===== src/rtl/pot_scheduler_if.sv =====
// Signal bundle between the pot scheduler, its controller and the A2D SPI interface.
// The scheduler connects through the slave modport; the environment uses master.
interface pot_scheduler_if;
  logic        hold;
  logic        clr_err;
  logic        cnv_cmplt;
  logic [11:0] res;
  logic        strt_cnv;
  logic [2:0]  chnnl;
  logic [11:0] pot_lp;
  logic [11:0] pot_b1;
  logic [11:0] pot_b2;
  logic [11:0] pot_b3;
  logic [11:0] pot_hp;
  logic [11:0] volume;
  logic        round_done;
  logic        all_valid;
  logic        timeout_err;

  modport slave (
    input  hold, clr_err, cnv_cmplt, res,
    output strt_cnv, chnnl, pot_lp, pot_b1, pot_b2, pot_b3, pot_hp, volume,
    output round_done, all_valid, timeout_err
  );

  modport master (
    output hold, clr_err, cnv_cmplt, res,
    input  strt_cnv, chnnl, pot_lp, pot_b1, pot_b2, pot_b3, pot_hp, volume,
    input  round_done, all_valid, timeout_err
  );
endinterface


===== src/rtl/pot_scheduler.sv =====
// Round-robin A2D conversion scheduler for the six slider pots: issues strt_cnv per
// slot, captures results, enforces an inter-conversion gap and a conversion timeout.
module pot_scheduler #(
  parameter int unsigned GAP_CYCLES     = 16,
  parameter int unsigned TIMEOUT_CYCLES = 4096
) (
  input  logic        clk,
  input  logic        rst_n,
  pot_scheduler_if.slave bus
);

  localparam int unsigned NUM_SLOTS = 6;
  localparam int unsigned RES_W     = 12;
  localparam int unsigned IDX_W     = 3;
  localparam int unsigned CH_W      = 3;
  localparam int unsigned WAIT_W    = (TIMEOUT_CYCLES > 1) ? $clog2(TIMEOUT_CYCLES) : 1;
  localparam int unsigned GAP_W     = (GAP_CYCLES > 1) ? $clog2(GAP_CYCLES) : 1;

  typedef enum logic [1:0] {
    IDLE  = 2'd0,
    START = 2'd1,
    WAIT  = 2'd2,
    GAP   = 2'd3
  } state_e;

  state_e              state_q, state_d;
  logic [IDX_W-1:0]    idx_q, idx_d;
  logic [CH_W-1:0]     chnnl_q, chnnl_d;
  logic [WAIT_W-1:0]   wait_cnt_q, wait_cnt_d;
  logic [GAP_W-1:0]    gap_cnt_q, gap_cnt_d;
  logic [RES_W-1:0]    slot_q [NUM_SLOTS];
  logic [RES_W-1:0]    slot_d [NUM_SLOTS];
  logic [NUM_SLOTS-1:0] valid_q, valid_d;
  logic                strt_cnv_q, strt_cnv_d;
  logic                round_done_q, round_done_d;
  logic                all_valid_q, all_valid_d;
  logic                timeout_err_q, timeout_err_d;
  logic                leave_wait;

  // Slot order 0..5 visits the physical ADC inputs 1,0,4,2,3,7.
  function automatic logic [CH_W-1:0] chnnl_of(input logic [IDX_W-1:0] idx);
    case (idx)
      3'd0:    chnnl_of = 3'd1;
      3'd1:    chnnl_of = 3'd0;
      3'd2:    chnnl_of = 3'd4;
      3'd3:    chnnl_of = 3'd2;
      3'd4:    chnnl_of = 3'd3;
      3'd5:    chnnl_of = 3'd7;
      default: chnnl_of = 3'd1;
    endcase
  endfunction

  // Next-state and next-output logic.
  always_comb begin
    state_d       = state_q;
    idx_d         = idx_q;
    chnnl_d       = chnnl_q;
    wait_cnt_d    = wait_cnt_q;
    gap_cnt_d     = gap_cnt_q;
    slot_d        = slot_q;
    valid_d       = valid_q;
    round_done_d  = 1'b0;
    timeout_err_d = bus.clr_err ? 1'b0 : timeout_err_q;
    leave_wait    = 1'b0;

    case (state_q)
      IDLE: begin
        if (!bus.hold) state_d = START;
      end
      START: begin
        wait_cnt_d = '0;
        state_d    = WAIT;
      end
      WAIT: begin
        if (bus.cnv_cmplt) begin
          slot_d[idx_q]  = bus.res;
          valid_d[idx_q] = 1'b1;
          leave_wait     = 1'b1;
        end else if (wait_cnt_q == WAIT_W'(TIMEOUT_CYCLES - 1)) begin
          // A timeout outranks a simultaneous clr_err.
          timeout_err_d = 1'b1;
          leave_wait    = 1'b1;
        end else begin
          wait_cnt_d = wait_cnt_q + WAIT_W'(1);
        end

        if (leave_wait) begin
          idx_d        = (idx_q == IDX_W'(NUM_SLOTS - 1)) ? '0 : idx_q + IDX_W'(1);
          chnnl_d      = chnnl_of(idx_d);
          round_done_d = (idx_q == IDX_W'(NUM_SLOTS - 1));
          gap_cnt_d    = '0;
          state_d      = GAP;
        end
      end
      GAP: begin
        if (gap_cnt_q == GAP_W'(GAP_CYCLES - 1)) begin
          state_d = bus.hold ? IDLE : START;
        end else begin
          gap_cnt_d = gap_cnt_q + GAP_W'(1);
        end
      end
      default: state_d = IDLE;
    endcase

    strt_cnv_d  = (state_d == START);
    all_valid_d = &valid_d;
  end

  // State and output registers.
  always_ff @(posedge clk or negedge rst_n) begin
    if (!rst_n) begin
      state_q       <= IDLE;
      idx_q         <= '0;
      chnnl_q       <= 3'd1;
      wait_cnt_q    <= '0;
      gap_cnt_q     <= '0;
      slot_q        <= '{default: '0};
      valid_q       <= '0;
      strt_cnv_q    <= 1'b0;
      round_done_q  <= 1'b0;
      all_valid_q   <= 1'b0;
      timeout_err_q <= 1'b0;
    end else begin
      state_q       <= state_d;
      idx_q         <= idx_d;
      chnnl_q       <= chnnl_d;
      wait_cnt_q    <= wait_cnt_d;
      gap_cnt_q     <= gap_cnt_d;
      slot_q        <= slot_d;
      valid_q       <= valid_d;
      strt_cnv_q    <= strt_cnv_d;
      round_done_q  <= round_done_d;
      all_valid_q   <= all_valid_d;
      timeout_err_q <= timeout_err_d;
    end
  end

  assign bus.strt_cnv    = strt_cnv_q;
  assign bus.chnnl       = chnnl_q;
  assign bus.pot_lp      = slot_q[0];
  assign bus.pot_b1      = slot_q[1];
  assign bus.pot_b2      = slot_q[2];
  assign bus.pot_b3      = slot_q[3];
  assign bus.pot_hp      = slot_q[4];
  assign bus.volume      = slot_q[5];
  assign bus.round_done  = round_done_q;
  assign bus.all_valid   = all_valid_q;
  assign bus.timeout_err = timeout_err_q;

endmodule


===== src/flat_wrapper.sv =====
// flat-port wrapper written by rule: the top's interface ports become plain ports
module pot_scheduler_flat 
#(
  parameter int unsigned GAP_CYCLES     = 16,
  parameter int unsigned TIMEOUT_CYCLES = 4096
)
  (clk, rst_n, bus_hold, bus_clr_err, bus_cnv_cmplt, bus_res, bus_strt_cnv, bus_chnnl, bus_pot_lp, bus_pot_b1, bus_pot_b2, bus_pot_b3, bus_pot_hp, bus_volume, bus_round_done, bus_all_valid, bus_timeout_err);
  pot_scheduler_if bus_i ();
  input  logic clk;
  input  logic rst_n;
  input wire logic [$bits(bus_i.hold)-1:0] bus_hold;
  input wire logic [$bits(bus_i.clr_err)-1:0] bus_clr_err;
  input wire logic [$bits(bus_i.cnv_cmplt)-1:0] bus_cnv_cmplt;
  input wire logic [$bits(bus_i.res)-1:0] bus_res;
  output wire logic [$bits(bus_i.strt_cnv)-1:0] bus_strt_cnv;
  output wire logic [$bits(bus_i.chnnl)-1:0] bus_chnnl;
  output wire logic [$bits(bus_i.pot_lp)-1:0] bus_pot_lp;
  output wire logic [$bits(bus_i.pot_b1)-1:0] bus_pot_b1;
  output wire logic [$bits(bus_i.pot_b2)-1:0] bus_pot_b2;
  output wire logic [$bits(bus_i.pot_b3)-1:0] bus_pot_b3;
  output wire logic [$bits(bus_i.pot_hp)-1:0] bus_pot_hp;
  output wire logic [$bits(bus_i.volume)-1:0] bus_volume;
  output wire logic [$bits(bus_i.round_done)-1:0] bus_round_done;
  output wire logic [$bits(bus_i.all_valid)-1:0] bus_all_valid;
  output wire logic [$bits(bus_i.timeout_err)-1:0] bus_timeout_err;
  assign bus_i.hold = bus_hold;
  assign bus_i.clr_err = bus_clr_err;
  assign bus_i.cnv_cmplt = bus_cnv_cmplt;
  assign bus_i.res = bus_res;
  assign bus_strt_cnv = bus_i.strt_cnv;
  assign bus_chnnl = bus_i.chnnl;
  assign bus_pot_lp = bus_i.pot_lp;
  assign bus_pot_b1 = bus_i.pot_b1;
  assign bus_pot_b2 = bus_i.pot_b2;
  assign bus_pot_b3 = bus_i.pot_b3;
  assign bus_pot_hp = bus_i.pot_hp;
  assign bus_volume = bus_i.volume;
  assign bus_round_done = bus_i.round_done;
  assign bus_all_valid = bus_i.all_valid;
  assign bus_timeout_err = bus_i.timeout_err;
  pot_scheduler #(.GAP_CYCLES(GAP_CYCLES), .TIMEOUT_CYCLES(TIMEOUT_CYCLES)) u_core (.clk(clk), .rst_n(rst_n), .bus(bus_i));
endmodule

===== config.mk =====
export PLATFORM = sky130hd
export DESIGN_NAME = pot_scheduler_flat
export DESIGN_NICKNAME = d
export VERILOG_FILES = /design/src/rtl/pot_scheduler_if.sv /design/src/rtl/pot_scheduler.sv /design/src/flat_wrapper.sv
export SDC_FILE = /design/constraint.sdc
export NUM_CORES = 1
export LEC_CHECK = 0
export CAP_MARGIN = 15
export CORE_MARGIN = 5
export CORE_UTILIZATION = 50
export CTS_BUF_LIST = sky130_fd_sc_hd__clkbuf_8 sky130_fd_sc_hd__clkbuf_16
export CTS_CLUSTER_SIZE = 14
export DETAILED_ROUTE_END_ITERATION = 12
export PLACE_DENSITY = 0.79
export SYNTH_ARGS = -nofsm -noshare
export SYNTH_HDL_FRONTEND = slang
export SYNTH_SLANG_ARGS = --single-unit
export TNS_END_PERCENT = 20

===== constraint.sdc =====
create_clock -name clk -period 2.2 [get_ports clk]
set_input_delay 0.33 -clock clk [delete_from_list [all_inputs] [get_ports clk]]
set_output_delay 0.33 -clock clk [all_outputs]
set_load 0.1 [all_outputs]

==> run_results.csv <==
group,metric,value,unit
worst_setup_path,ff2ff_path_depth,5,
global_routing,grt.overflow.total,0,
floorplanning,fp.dieH,104,µm
cts,cts_buffers,9,
route,num_vias,3038,
synth,synth_top_area_frac,0.595,
global_routing,grt_max_degree,48,
worst_setup_path,crit_path_start_kind,"register",
floorplanning,die_area,10800,µm²
worst_setup_path,slowest_delay,0.43,ns
worst_setup_path,endpoint_kind,"register",
cts,clk-insertion-delay-late,0.37,ns
layout,syn_to_final_growth,28.0,%
worst_setup_path,crit_chain,"ha_1 > nand2_1 > o41a_1 > nor2_1 > mux2_2",
sta,max_slew_margin,0.615,
sta,period_needed,1.92,ns
sta,worstMarginPinSlew,0.575,ns
synth,ys_ff_latch,106,
layout,drive_gt1_frac,0.438,
placed_design,hpwl,6860,µm
route,routed_wl,9570,µm
worst_setup_path,crit_type,"register to register",
route,drtPass1Iterations,4,
sta,finalHoldViolCount,0,
outcome,status,"finished, final reports clean",
floorplanning,die_w,104,µm
cts,cts_htree_levels,3,
cts,cts_resized,0,
sta,setup_ws,0.284,ns
cts,cts_buffer_depth,2,
sta,tns,0,ns
global_routing,antenna_found_initial,0,
synth,netlist_instances,330,
layout,fill_cells,651,
sta,drv_slew,0,
placed_design,port-buffer-count,95,
synth,synth_seq_area_share,0.601,
sta,finalSetupViolCount,0,
worst_setup_path,critical_path.max_fanout,6,
synth,ys_types,46,
floorplanning,start_util,0.509,
min_path,hold_path_class,"primary input to async pin",
cts,cts_tree,"done",
global_routing,grt_pass1_wl,16500,µm
route,wl_per_cell,17.1,µm
worst_setup_path,worstPathArrival,2.17,ns
layout,seqCellArea,2650,µm²
layout,fin_cells,558,
synth,yosys_warnings,0,
flow_run,drv_cap,0,
synth,synthTopCellsByArea,"dfrtp_1, mux2_2, nand2b_1",
layout,multiInputGateArea,1680,µm²
worst_setup_path,cpMaxStageDelayCell,"o41a_1",
floorplanning,coreArea,8680,µm²
sta,fmax,0.522,GHz
cts,path_clk_slew,0.12,ns
worst_setup_path,worst-path-buf-inv,0,
global_routing,track_usage,0.185,
placed_design,pre_cts_ws,0.00351,ns
worst_setup_path,r2r_setup_slack,0.28,ns
layout,n_antenna_cell,0,
sta,rsz0062_at_grt,"no",
route,antenna_left,0,
placed_design,gp_congestion,0.792,
synth,ys.flop_type,"dfrtp_1",
worst_setup_path,r2r-end,"u_core.idx_q[2]",
sta,min_period_over_period,0.871,
route,vias_per_cell,5.44,
worst_setup_path,cp.required,2.45,ns
synth,post-synth-top-area-cell,"dfrtp_1",
layout,fin_nets,464,
sta,skew,0.0200,ns
layout,utilization,0.651,
synth,synth_nets,349,
floorplanning,rows,34,
route,drcViolationCount,0,
global_routing,grt_pass1_vias,3215,
worst_setup_path,crit_family,"compound AO/OA/AOI/OAI gates",
floorplanning,ios,96,
cts,cts_num_sinks,106,
synth,synth_edf_count,0,
worst_setup_path,r2r_start,"u_core.wait_cnt_q[0]",
synth,synth_async_sr_flop_share,1.00,
synth,synth_area,4420,µm²
route,drt_iter0_markers,83,
cts,cts-root-buf,"clkbuf_8",
placed_design,dp.cells,541,
synth,syn_area_per_cell,13.4,µm²
[synthesized netlist by cell type, types with 3 or more instances]
| master | number |
|---|---|
| o31ai_1 | 6 |
| nor2b_1 | 3 |
| o21ai_0 | 5 |
| a21o_1 | 4 |
| nand2_1 | 15 |
| or2_2 | 3 |
| nand2b_1 | 15 |
| clkbuf_1 | 5 |
| dfrtp_1 | 105 |
| nand3_1 | 13 |
| a21oi_1 | 8 |
| inv_1 | 8 |
| mux2i_1 | 7 |
| mux2_2 | 75 |
| o311ai_0 | 3 |
| a211oi_1 | 5 |
| buf_2 | 5 |
| nor2_1 | 10 |
[final cells by class]
| cell class | instances | area share |
|---|---|---|
| sequential | 106 | 0.469 |
| clock buffer | 9 | 0.0219 |
| timing repair buffer | 116 | 0.166 |
| multi-input combinational | 204 | 0.298 |
| tap | 108 | 0.0239 |
| clock inverter | 7 | 0.0162 |
| inverter | 8 | 0.00531 |
[metrics by stage]
stage / instance area, µm² / hold WS, ns
detailed placement: 5430 / 0.336
floorplan: 4420 / 0.0344
CTS: 5650 / 0.462
finish: 5650 / 0.463
global route: 5650 / 0.485
global placement: 5430 / 0.328
[flip-flops by register name, summed over array words and instances, names as in the netlist, 4 cells and up]
register / cells
u_core.bus.pot_b1: 12
u_core.bus.pot_b2: 12
u_core.bus.pot_b3: 12
u_core.bus.pot_hp: 12
u_core.bus.pot_lp: 12
u_core.bus.volume: 12
u_core.wait_cnt_q: 12
u_core.valid_q: 6
u_core.gap_cnt_q: 4
[worst reg2reg max path: cells and delay by family (launching register included)]
family | cells | cell delay (ns)
compound gates | 1 | 0.43
flops | 1 | 0.42
simple gates | 2 | 0.37
mux | 1 | 0.35
fa+ha+maj | 1 | 0.22
[routing by layer]
metal | routed length [µm] | global-route usage | vias to the layer above | share of wire
met4 | 68 | 0.0398 | 0 | 0.0071
met2 | 4680 | 0.289 | 83 | 0.49
met1 | 4070 | 0.241 | 1524 | 0.43
li1 | - | - | 1423 | -
met5 | 0 | 0 | - | 0
met3 | 755 | 0.0813 | 8 | 0.079
[worst max path at each step]
stage                                     from                     to  slack, ns  cells after the start
after floorplan           u_core.wait_cnt_q[5]        u_core.idx_q[1]       0.43                      4
after global placement           bus_cnv_cmplt   u_core.wait_cnt_q[7]       0.03                      5
after detailed placement         bus_cnv_cmplt   u_core.wait_cnt_q[8]      0.004                      5
after CTS                 u_core.wait_cnt_q[0]        u_core.idx_q[2]       0.28                      5
after global routing         u_core.state_q[0]  u_core.wait_cnt_q[11]       0.16                      5
final                     u_core.wait_cnt_q[0]        u_core.idx_q[2]       0.28                      5
[cells in the final DEF, fill, tap and decap left out, drive strengths merged, types with 2 or more instances in the layout]
master / Yosys / layout
nor4: 2 / 2
a21oi: 8 / 8
mux2: 75 / 75
nor2: 10 / 10
or4: 2 / 2
clkbuf: 5 / 9
a21o: 4 / 4
clkdlybuf4s50: 0 / 15
o21ai: 6 / 6
a22o: 2 / 2
buf: 7 / 100
or2: 3 / 3
o31ai: 6 / 6
nor3: 3 / 3
nand3: 13 / 13
inv: 8 / 11
a211oi: 5 / 5
nand2b: 15 / 15
clkinv: 0 / 4
xnor2: 2 / 2
mux2i: 7 / 7
dfrtp: 105 / 105
o311ai: 3 / 3
and3: 2 / 2
ha: 2 / 2
nor2b: 3 / 3
nand2: 15 / 15
[logic make-up (layout without fill, tap and decap cells)]
| family | after synthesis | after routing | synth area share |
|---|---|---|---|
| adders and majority gates | 2 | 2 | 0.00566 |
| buffers and inverters | 20 | 140 | 0.0184 |
| AOI/OAI and AO/OA | 42 | 42 | 0.0666 |
| and+or+nand+nor | 76 | 76 | 0.0977 |
| DFF | 106 | 106 | 0.601 |
| xor gates and xnor gates | 2 | 2 | 0.00397 |
| muxes | 82 | 82 | 0.207 |
[timing repair]
action | CTS | global route
hold buffers | 1 | 0
buffers inserted | 0 | 0
hold endpoints to repair | 36 | 0
Power is left out: the tool's default activity adds up to more than one toggle a clock period on the data nets, which glitch-free logic cannot reach.
